===== src/rtl/clock_mode_controller.sv =====
// Mode sequencer for the alarm clock.
// Decides who owns the time/alarm registers (running clock or adjust block),
// detects the alarm minute, drives the ring output and manages snooze with
// its own re-arm time. Target time and mode are registered outputs; the
// enables and load strobes are decoded from the current state.
`timescale 1ns/1ps

module clock_mode_controller #(
    parameter int unsigned SNOOZE_MIN   = 5,
    parameter int unsigned MAX_SNOOZES  = 3,
    parameter int unsigned RING_SECONDS = 60
) (
    input  logic       clk,
    input  logic       reset,
    input  logic       tick_1hz,
    input  logic [4:0] button_pulse,
    input  logic       alarm_enable,
    input  logic [4:0] time_hours,
    input  logic [5:0] time_minutes,
    input  logic [4:0] alarm_hours,
    input  logic [5:0] alarm_minutes,
    input  logic [1:0] adjusted,
    output logic       run_enable,
    output logic       adjust_enable,
    output logic       load_time,
    output logic       load_alarm,
    output logic       alarm_active,
    output logic       snooze_active,
    output logic [1:0] snooze_count,
    output logic [4:0] target_hours,
    output logic [5:0] target_minutes,
    output logic [2:0] mode
);

    localparam int unsigned       RING_W       = $clog2(RING_SECONDS + 1);
    localparam logic [RING_W-1:0] RING_LAST    = RING_W'(RING_SECONDS - 1);
    localparam logic [RING_W-1:0] RING_ONE     = RING_W'(1);
    localparam logic [1:0]        SNOOZE_LIMIT = 2'(MAX_SNOOZES);
    localparam logic [6:0]        SNOOZE_ADD   = 7'(SNOOZE_MIN);

    typedef enum logic [2:0] {
        ST_CLOCK   = 3'd0,
        ST_ADJUST  = 3'd1,
        ST_COMMIT  = 3'd2,
        ST_RINGING = 3'd3,
        ST_SNOOZED = 3'd4
    } state_t;

    state_t            state_reg, state_next;
    logic [1:0]        snooze_count_reg, snooze_count_next;
    logic              snooze_active_reg, snooze_active_next;
    logic [4:0]        snooze_hours_reg, snooze_hours_next;
    logic [5:0]        snooze_minutes_reg, snooze_minutes_next;
    logic [4:0]        target_hours_reg, target_hours_next;
    logic [5:0]        target_minutes_reg, target_minutes_next;
    logic              match_prev_reg, match_prev_next;
    logic [RING_W-1:0] ring_count_reg, ring_count_next;

    // Button groups in the order they are prioritised while ringing.
    logic btn_centre;
    logic btn_updown;
    logic btn_side;

    assign btn_centre = button_pulse[0];
    assign btn_side   = button_pulse[1] | button_pulse[2];
    assign btn_updown = button_pulse[3] | button_pulse[4];

    // Alarm compare against the registered effective target; a trigger is
    // only the first cycle of a match, so each match minute rings once.
    logic match;
    logic trigger;

    assign match   = alarm_enable
                   && (time_hours == target_hours_reg)
                   && (time_minutes == target_minutes_reg);
    assign trigger = match && !match_prev_reg;

    // Snooze re-arm time: current time plus SNOOZE_MIN, wrapping minutes
    // into the hour and 23 into 0. The sum is kept at 7 bits so the
    // >= 60 compare sees the full value.
    logic [6:0] minute_sum;
    logic       minute_wrap;
    logic [4:0] snooze_hours_calc;
    logic [5:0] snooze_minutes_calc;

    // Compute the candidate snooze time every cycle from the running time.
    always_comb begin
        minute_sum          = {1'b0, time_minutes} + SNOOZE_ADD;
        minute_wrap         = (minute_sum >= 7'd60);
        snooze_minutes_calc = minute_sum[5:0];
        snooze_hours_calc   = time_hours;
        if (minute_wrap) begin
            snooze_minutes_calc = 6'(minute_sum - 7'd60);
            snooze_hours_calc   = (time_hours == 5'd23) ? 5'd0 : time_hours + 5'd1;
        end
    end

    // Next-state logic: mode transitions, snooze bookkeeping, ring timeout.
    always_comb begin
        logic clear_snooze;

        state_next          = state_reg;
        snooze_count_next   = snooze_count_reg;
        snooze_active_next  = snooze_active_reg;
        snooze_hours_next   = snooze_hours_reg;
        snooze_minutes_next = snooze_minutes_reg;
        ring_count_next     = ring_count_reg;
        match_prev_next     = match;
        clear_snooze        = 1'b0;

        unique case (state_reg)
            ST_CLOCK: begin
                // Centre beats a simultaneous trigger; the edge is still
                // consumed because match_prev follows match.
                if (btn_centre) begin
                    state_next = ST_ADJUST;
                end else if (trigger) begin
                    state_next      = ST_RINGING;
                    ring_count_next = '0;
                end
            end

            ST_ADJUST: begin
                if (btn_centre) begin
                    state_next = ST_COMMIT;
                end
            end

            ST_COMMIT: begin
                // A commit that lands on the alarm minute must not ring.
                state_next      = ST_CLOCK;
                clear_snooze    = 1'b1;
                match_prev_next = 1'b1;
            end

            ST_RINGING: begin
                if (!alarm_enable) begin
                    state_next   = ST_CLOCK;
                    clear_snooze = 1'b1;
                end else if (btn_centre || btn_updown) begin
                    state_next   = ST_CLOCK;
                    clear_snooze = 1'b1;
                end else if (btn_side && (snooze_count_reg < SNOOZE_LIMIT)) begin
                    state_next          = ST_SNOOZED;
                    snooze_count_next   = snooze_count_reg + 2'd1;
                    snooze_active_next  = 1'b1;
                    snooze_hours_next   = snooze_hours_calc;
                    snooze_minutes_next = snooze_minutes_calc;
                end else if (tick_1hz) begin
                    if (ring_count_reg == RING_LAST) begin
                        state_next      = ST_CLOCK;
                        clear_snooze    = 1'b1;
                        ring_count_next = '0;
                    end else begin
                        ring_count_next = ring_count_reg + RING_ONE;
                    end
                end
            end

            ST_SNOOZED: begin
                if (!alarm_enable) begin
                    state_next   = ST_CLOCK;
                    clear_snooze = 1'b1;
                end else if (btn_centre) begin
                    // Snooze stays pending through adjust and is dropped at commit.
                    state_next = ST_ADJUST;
                end else if (btn_updown) begin
                    state_next   = ST_CLOCK;
                    clear_snooze = 1'b1;
                end else if (trigger) begin
                    state_next      = ST_RINGING;
                    ring_count_next = '0;
                end
            end

            default: begin
                state_next   = ST_CLOCK;
                clear_snooze = 1'b1;
            end
        endcase

        if (clear_snooze) begin
            snooze_count_next  = 2'd0;
            snooze_active_next = 1'b0;
        end

        // Effective target follows the snooze time while a snooze is pending.
        if (snooze_active_next) begin
            target_hours_next   = snooze_hours_next;
            target_minutes_next = snooze_minutes_next;
        end else begin
            target_hours_next   = alarm_hours;
            target_minutes_next = alarm_minutes;
        end
    end

    // State and bookkeeping registers with asynchronous reset.
    always_ff @(posedge clk or posedge reset) begin
        if (reset) begin
            state_reg          <= ST_CLOCK;
            snooze_count_reg   <= 2'd0;
            snooze_active_reg  <= 1'b0;
            snooze_hours_reg   <= 5'd0;
            snooze_minutes_reg <= 6'd0;
            target_hours_reg   <= 5'd0;
            target_minutes_reg <= 6'd0;
            match_prev_reg     <= 1'b1;
            ring_count_reg     <= '0;
        end else begin
            state_reg          <= state_next;
            snooze_count_reg   <= snooze_count_next;
            snooze_active_reg  <= snooze_active_next;
            snooze_hours_reg   <= snooze_hours_next;
            snooze_minutes_reg <= snooze_minutes_next;
            target_hours_reg   <= target_hours_next;
            target_minutes_reg <= target_minutes_next;
            match_prev_reg     <= match_prev_next;
            ring_count_reg     <= ring_count_next;
        end
    end

    // Output decode from the registered state; load strobes exist only in COMMIT.
    always_comb begin
        run_enable    = 1'b0;
        adjust_enable = 1'b0;
        load_time     = 1'b0;
        load_alarm    = 1'b0;
        alarm_active  = 1'b0;
        unique case (state_reg)
            ST_CLOCK:   run_enable = 1'b1;
            ST_ADJUST:  adjust_enable = 1'b1;
            ST_COMMIT: begin
                load_time  = adjusted[0];
                load_alarm = adjusted[1];
            end
            ST_RINGING: begin
                run_enable   = 1'b1;
                alarm_active = 1'b1;
            end
            ST_SNOOZED: run_enable = 1'b1;
            default:    run_enable = 1'b0;
        endcase
    end

    assign snooze_active  = snooze_active_reg;
    assign snooze_count   = snooze_count_reg;
    assign target_hours   = target_hours_reg;
    assign target_minutes = target_minutes_reg;
    assign mode           = state_reg;

endmodule


===== config.mk =====
export PLATFORM = sky130hd
export DESIGN_NAME = clock_mode_controller
export DESIGN_NICKNAME = d
export VERILOG_FILES = /design/src/rtl/clock_mode_controller.sv
export SDC_FILE = /design/constraint.sdc
export NUM_CORES = 1
export LEC_CHECK = 0
export ABC_AREA = 1
export CAP_MARGIN = 0
export CORE_MARGIN = 5
export CORE_UTILIZATION = 45
export DETAILED_ROUTE_END_ITERATION = 6
export PLACE_DENSITY_LB_ADDON = 0.12
export SLEW_MARGIN = 25
export SYNTH_ARGS = -nofsm -noshare
export SYNTH_HDL_FRONTEND = slang
export SYNTH_SLANG_ARGS = --single-unit

===== constraint.sdc =====
create_clock -name clk -period 1.5 [get_ports clk]
set_input_delay 0.3 -clock clk [delete_from_list [all_inputs] [get_ports clk]]
set_output_delay 0.3 -clock clk [all_outputs]
set_load 0.005 [all_outputs]

* Yosys cells after proc, flatten, opt, wreduce, memory -nomap -nowiden
Cells that the tools add are included.
** Cells by class
- Add/subtract/negate cells :: 5
- Magnitude comparators :: 2
- Equal/unequal tests :: 20
- Mux-type cells :: 61
- Bitwise logic cells :: 2
- Reduce and logical (&&, ||, !) cells :: 16
** Operators by type and width (number)
- two-way mux 6 bit :: 16
- two-way mux 5 bit :: 7
- two-way mux 3 bit :: 11
- two-way mux 1 bit :: 19
- != test 2 bit (second input constant) :: 9
- one-hot mux 6 bit (3 select lines) :: 1
- one-hot mux 3 bit (4 select lines) :: 1
- two-way mux 2 bit :: 5
- != test 5 bit (second input constant) :: 2
- AND reduction 9 bit :: 1
- adder 6 x 3 -> 7 bit (second input constant) :: 1
- greater-or-equal comparator 7 x 6 -> 1 bit (second input constant) :: 1
- adder 6 x 1 -> 6 bit (second input constant) :: 1
- equality test 3 x 2 -> 1 bit (second input constant) :: 2
- equality test 6 bit :: 1
- equality test 6 bit (second input constant) :: 1
- nonzero test 2 bit :: 3
- subtractor 6 bit (second input constant) :: 1
- adder 5 x 1 -> 5 bit (second input constant) :: 1
- equality test 5 bit :: 1
- equality test 5 bit (second input constant) :: 1
- logical AND 1 bit :: 4
- AND reduction 4 bit :: 1
- equality test 3 x 1 -> 1 bit (second input constant) :: 1
- 13 further kinds :: 14
** Word-level totals
- Flip-flop bits (word level) :: 35
- Input port bits :: 33
- Output and inout bits :: 22
- Word-level logic and storage cells :: 115

* Logic depth before layout (Yosys ltp)
- Depth in word-level cells :: 9
- Mapped depth :: 18
- Mapped depth without buffers :: 18

* Worst setup path before layout
No wires, ideal clock.
- Path type :: in2reg
- Start point :: input time_minutes[0]
- End point :: register target_hours_reg[0] (netlist: target_hours[0])
- Setup time :: 0.117 ns
- Arrival time :: 1.836 ns
- Data required time :: 1.383 ns
- Path slack :: -0.454 ns
- Stages :: 16
- Buffers on the path :: 1
- Cells stage by stage :: ha_1 or2_4 nand2_1 ha_1 nand2_1 inv_1 nand3_1 nor2_2 nor2_4 nand2_4 buf_6 nand2_1 o21ai_2 nand2_1 nand3_1 nand2_1
** On the way
- Longest elaborated chain between the ends :: 8
** RTL lines
- start: declaration :: line 19 : input logic [5:0] time_minutes,
- adder 6 x 3 -> 7 bit :: line 88 : minute_sum = {1'b0, time_minutes} + SNOOZE_ADD;
- greater-or-equal comparator 7 x 6 -> 1 bit :: line 89 : minute_wrap = (minute_sum >= 7'd60);
- two-way mux 5 bit :: line 92 : if (minute_wrap) begin
- two-way mux 5 bit :: line 143 : end else if (btn_side && (snooze_count_reg < SNOOZE_LIMIT)) begin
- two-way mux 5 bit :: line 140 : end else if (btn_centre || btn_updown) begin
- two-way mux 5 bit :: line 137 : if (!alarm_enable) begin
- two-way mux 5 bit :: line 111 : unique case (state_reg)
- two-way mux 5 bit :: line 188 : if (snooze_active_next) begin
- net target_hours_next[0] :: line 54 : logic [4:0] target_hours_reg, target_hours_next;
- end signal: assignment :: line 215 : target_hours_reg <= target_hours_next;
- end: declaration :: line 54
The timed path passes the listed nets, and every way through them passes these cells.
A chain may end at the register's enable or synchronous reset.

* Final worst setup path
- Start point :: register snooze_count_reg[1] (netlist: snooze_count[1])
- End point :: register target_minutes_reg[3] (netlist: target_minutes[3])
** On the way
- Longest elaborated chain between the ends :: 8
- Elaborated cells on any way between the ends :: 16
- Classes of those cells :: order compare (1); mux (14); reduce/logical (1)
** RTL lines
- start: declaration :: line 50 : logic [1:0] snooze_count_reg, snooze_count_next;
- start signal: assignment :: line 211 : snooze_count_reg <= snooze_count_next;
- < comparator 2 bit * :: line 143
- logical AND 1 bit * :: line 143
- two-way mux 1 bit :: line 143
- two-way mux 1 bit :: line 140
- two-way mux 1 bit :: line 137
- one-hot mux 1 bit (3 select lines) / two-way mux 1 bit (equally long branches) :: line 111
- two-way mux 1 bit :: line 182 : if (clear_snooze) begin
- two-way mux 6 bit * :: line 188
- net target_minutes_next[3] :: line 55 : logic [5:0] target_minutes_reg, target_minutes_next;
- end signal: assignment :: line 216 : target_minutes_reg <= target_minutes_next;
- end: declaration :: line 55
The timed path passes the listed nets; every way through them passes the cells marked *.

==> flow_summary.ini <==
[detailed_routing]
routedWlPerCell_microns = 19.5
drt_iter0_drc = 276
drc = 0
ant_nets = 0
viasPerCell = 5.50
totalWireLength_mm = 10.9
first_pass_iters = 5
vias = 3064

[sta]
fmax_mhz = 527
setup_tns_ns = -10.64
hold_viol = 0
skew_ns = 0.0184
setup_violations = 39
rsz0062_at_grt = yes
whs_ns = 0.330
fin_ws_ns = -0.399
post-route-period-util_pct = 127
slew_viol_final = 0
min_period_ns = 1.90
worst_pin_slew_ns = 0.354
relSlewSlack_pct = 76.2

[pwr]
p_clk_share_pct = 19.9
swShare_pct = 39.7
ir_drop_mv = 0.703
power.total_mw = 4.68
power_density_nw_per_um2 = 1070
seq_power_share_pct = 26.7
leakage_nw = 2.23
cell_internal_pwr_mw = 2.82
switching_power_mw = 1.86
pwr-share-comb_pct = 53.4

[die]
die_x_microns = 82.4
fp.dieH_microns = 82.4
core-area_sq_um = 5110
die_area_sq_um = 6790
start_util_pct = 46.2
row_count = 26
ios = 55

[job]
drv_cap = 0

[place]
portBuffers = 54
hpwl_mm = 4.87
place.gp.congestion = 0.867
pre_cts_ws_ns = -1.02
dpl_cell_area_sq_um = 3490
dp_cells = 510

[final_layout]
drive_gt1_share_pct = 53.4
syn2layout_area_growth_pct = 85.9
seqCellArea_sq_um = 878
postLayoutCoreUtil_pct = 85.9
nFillCells = 242
multi_input_area_sq_um = 1730
final_area_sq_um = 4390
diodes = 0
fin_nets = 525
stdcell_count = 557

[critical_path]
path_max_fanout = 5
critPathLaunchType = register
cp.required_ns = 1.70
path_class = register to register
crit_path_end_kind = register
cp.arrival_ns = 2.10

[logic_synthesis]
yosys.area.top_type = dfrtp_1
syn_area_sq_um = 2360
yosysWarnings = 0
synth_edf_count = 0
syn_nets = 368
yosys-top-cells-count = 117 x nand2_1, 34 x dfrtp_1, 34 x inv_1, 25 x nor2_1, 20 x nand3_1
yosysMostFrequentCell = nand2_1
synth_top_area_share_pct = 36.1
ys_top_cells_by_area = dfrtp_1 36%, nand2_1 19%, inv_1 5.4%
async_flop_share_pct = 100
synth.ff_latch_count = 35
synth_cell_types = 35
netlist_instances = 329
synth_ff_type = dfrtp_1
synth-seq-area-share_pct = 37.2
avgSynthCellArea_sq_um = 7.17

[clocking]
cts_buffers = 5
cts_tree = done
htreeDepth = 2
clk_latency_ns = 0.31
cts.sink_count = 35
clk_path_buf_depth = 2
root_buffer = clkbuf_8
path_clk_slew_ns = 0.09

[status]
violations = negative setup slack
outcome = complete, but fails checks

[global_route]
antenna_found_initial = 0
overflow = 0
grt_pass1_vias = 2833
track_usage_pct = 25.7
grt_pass1_wl_mm = 13.2
grt_max_degree = 36

[worst_hold_path]
hold_class = input port to asynchronous set/reset pin
[path summary, 6_finish.rpt]
| check | startpoint | slack (ns) | cells past startpoint | end |
|---|---|---|---|---|
| min in group clk | time_minutes[0] | 0.36 | 3 | snooze_minutes_reg[0] |
| max reg2reg | snooze_count[1] | -0.40 | 11 | target_minutes[3] |
| max | snooze_count[1] | -0.40 | 11 | target_minutes[3] |
| min reg2reg | snooze_hours_reg[4] | 0.48 | 2 | snooze_hours_reg[4] |
| min | reset | 0.33 | 3 | ring_count_reg[5] |
| max in group asynchronous | reset | 0.92 | 3 | match_prev_reg |
[power groups by stage]
| stage | registers, mW | logic [mW] | clock network (mW) |
|---|---|---|---|
| final | 1.25 | 2.50 | 0.933 |
| after global routing | 1.26 | 2.59 | 0.981 |
| after CTS | 1.22 | 1.98 | 0.918 |
| after detailed placement | 1.23 | 1.44 | 0 |
| after global placement | 1.22 | 1.41 | 0 |
| after floorplan | 1.23 | 0.737 | 0 |
[cell type report]
| type | count | area share [%] |
|---|---|---|
| tap | 70 | 2.00 |
| clock inverter | 2 | 0.799 |
| sequential | 35 | 20.0 |
| clock buffer | 6 | 1.88 |
| multi-input combinational | 249 | 39.4 |
| inverter | 41 | 4.25 |
| timing repair inverter | 1 | 0.171 |
| timing repair buffer | 153 | 31.4 |
[routing by layer]
layer  vias up  GRT usage, %  wire (microns)
li1       1352             -               -
met1      1434          30.3            4090
met2       197          44.6            5250
met3        81          5.10             753
met4         0          12.0             788
met5         -             0               0
[logic make-up after synthesis]
family | share of synthesized area, %
xor+xnor | 1.48
compound gates | 7.42
fa+ha+maj | 3.18
simple gates | 41.9
buf+inv | 8.80
flops | 37.2
[cell usage in the layout, fill, tap and decap left out, types with 5 or more instances in the layout]
master / synthesis / layout
nor2_2: 3 / 6
inv_1: 34 / 20
buf_4: 2 / 76
nor2_4: 3 / 12
nand4_1: 5 / 5
buf_2: 1 / 5
clkbuf_8: 0 / 6
nand2_2: 5 / 33
or2_2: 11 / 8
nand3_2: 3 / 10
dlygate4sd2_1: 0 / 17
dfrtp_1: 34 / 33
clkdlybuf4s50_1: 0 / 23
buf_6: 3 / 21
inv_4: 0 / 5
nor2_1: 25 / 13
or2_4: 1 / 5
nand2_4: 3 / 12
nand2_1: 117 / 80
nand3_1: 20 / 9
inv_2: 7 / 13
o21ai_2: 6 / 10
[what timing repair did]
action | 4_1_cts | 5_1_grt
pin swaps | 44 | 41
endpoints found under the hold margin | 0 | 0
gates cloned | 4 | 0
hold buffers | 0 | 0
buffers inserted | 29 | 14
gates resized for setup | 152 | 72
setup endpoints to repair | 53 | 42
[worst max-delay path, cell delays in order, from the launching register on]
cell and delay [ns]:
dfrtp_1 0.40, ha_2 0.20, nor2_4 0.10, inv_2 0.07
nand2_2 0.07, nor2_2 0.05, o21ai_1 0.21, nand2_2 0.11
nor2_4 0.19, clkinvlp_4 0.21, nand2_1 0.12, nand2_1 0.06
No activity file was read; power rests on OpenSTA's default activity.
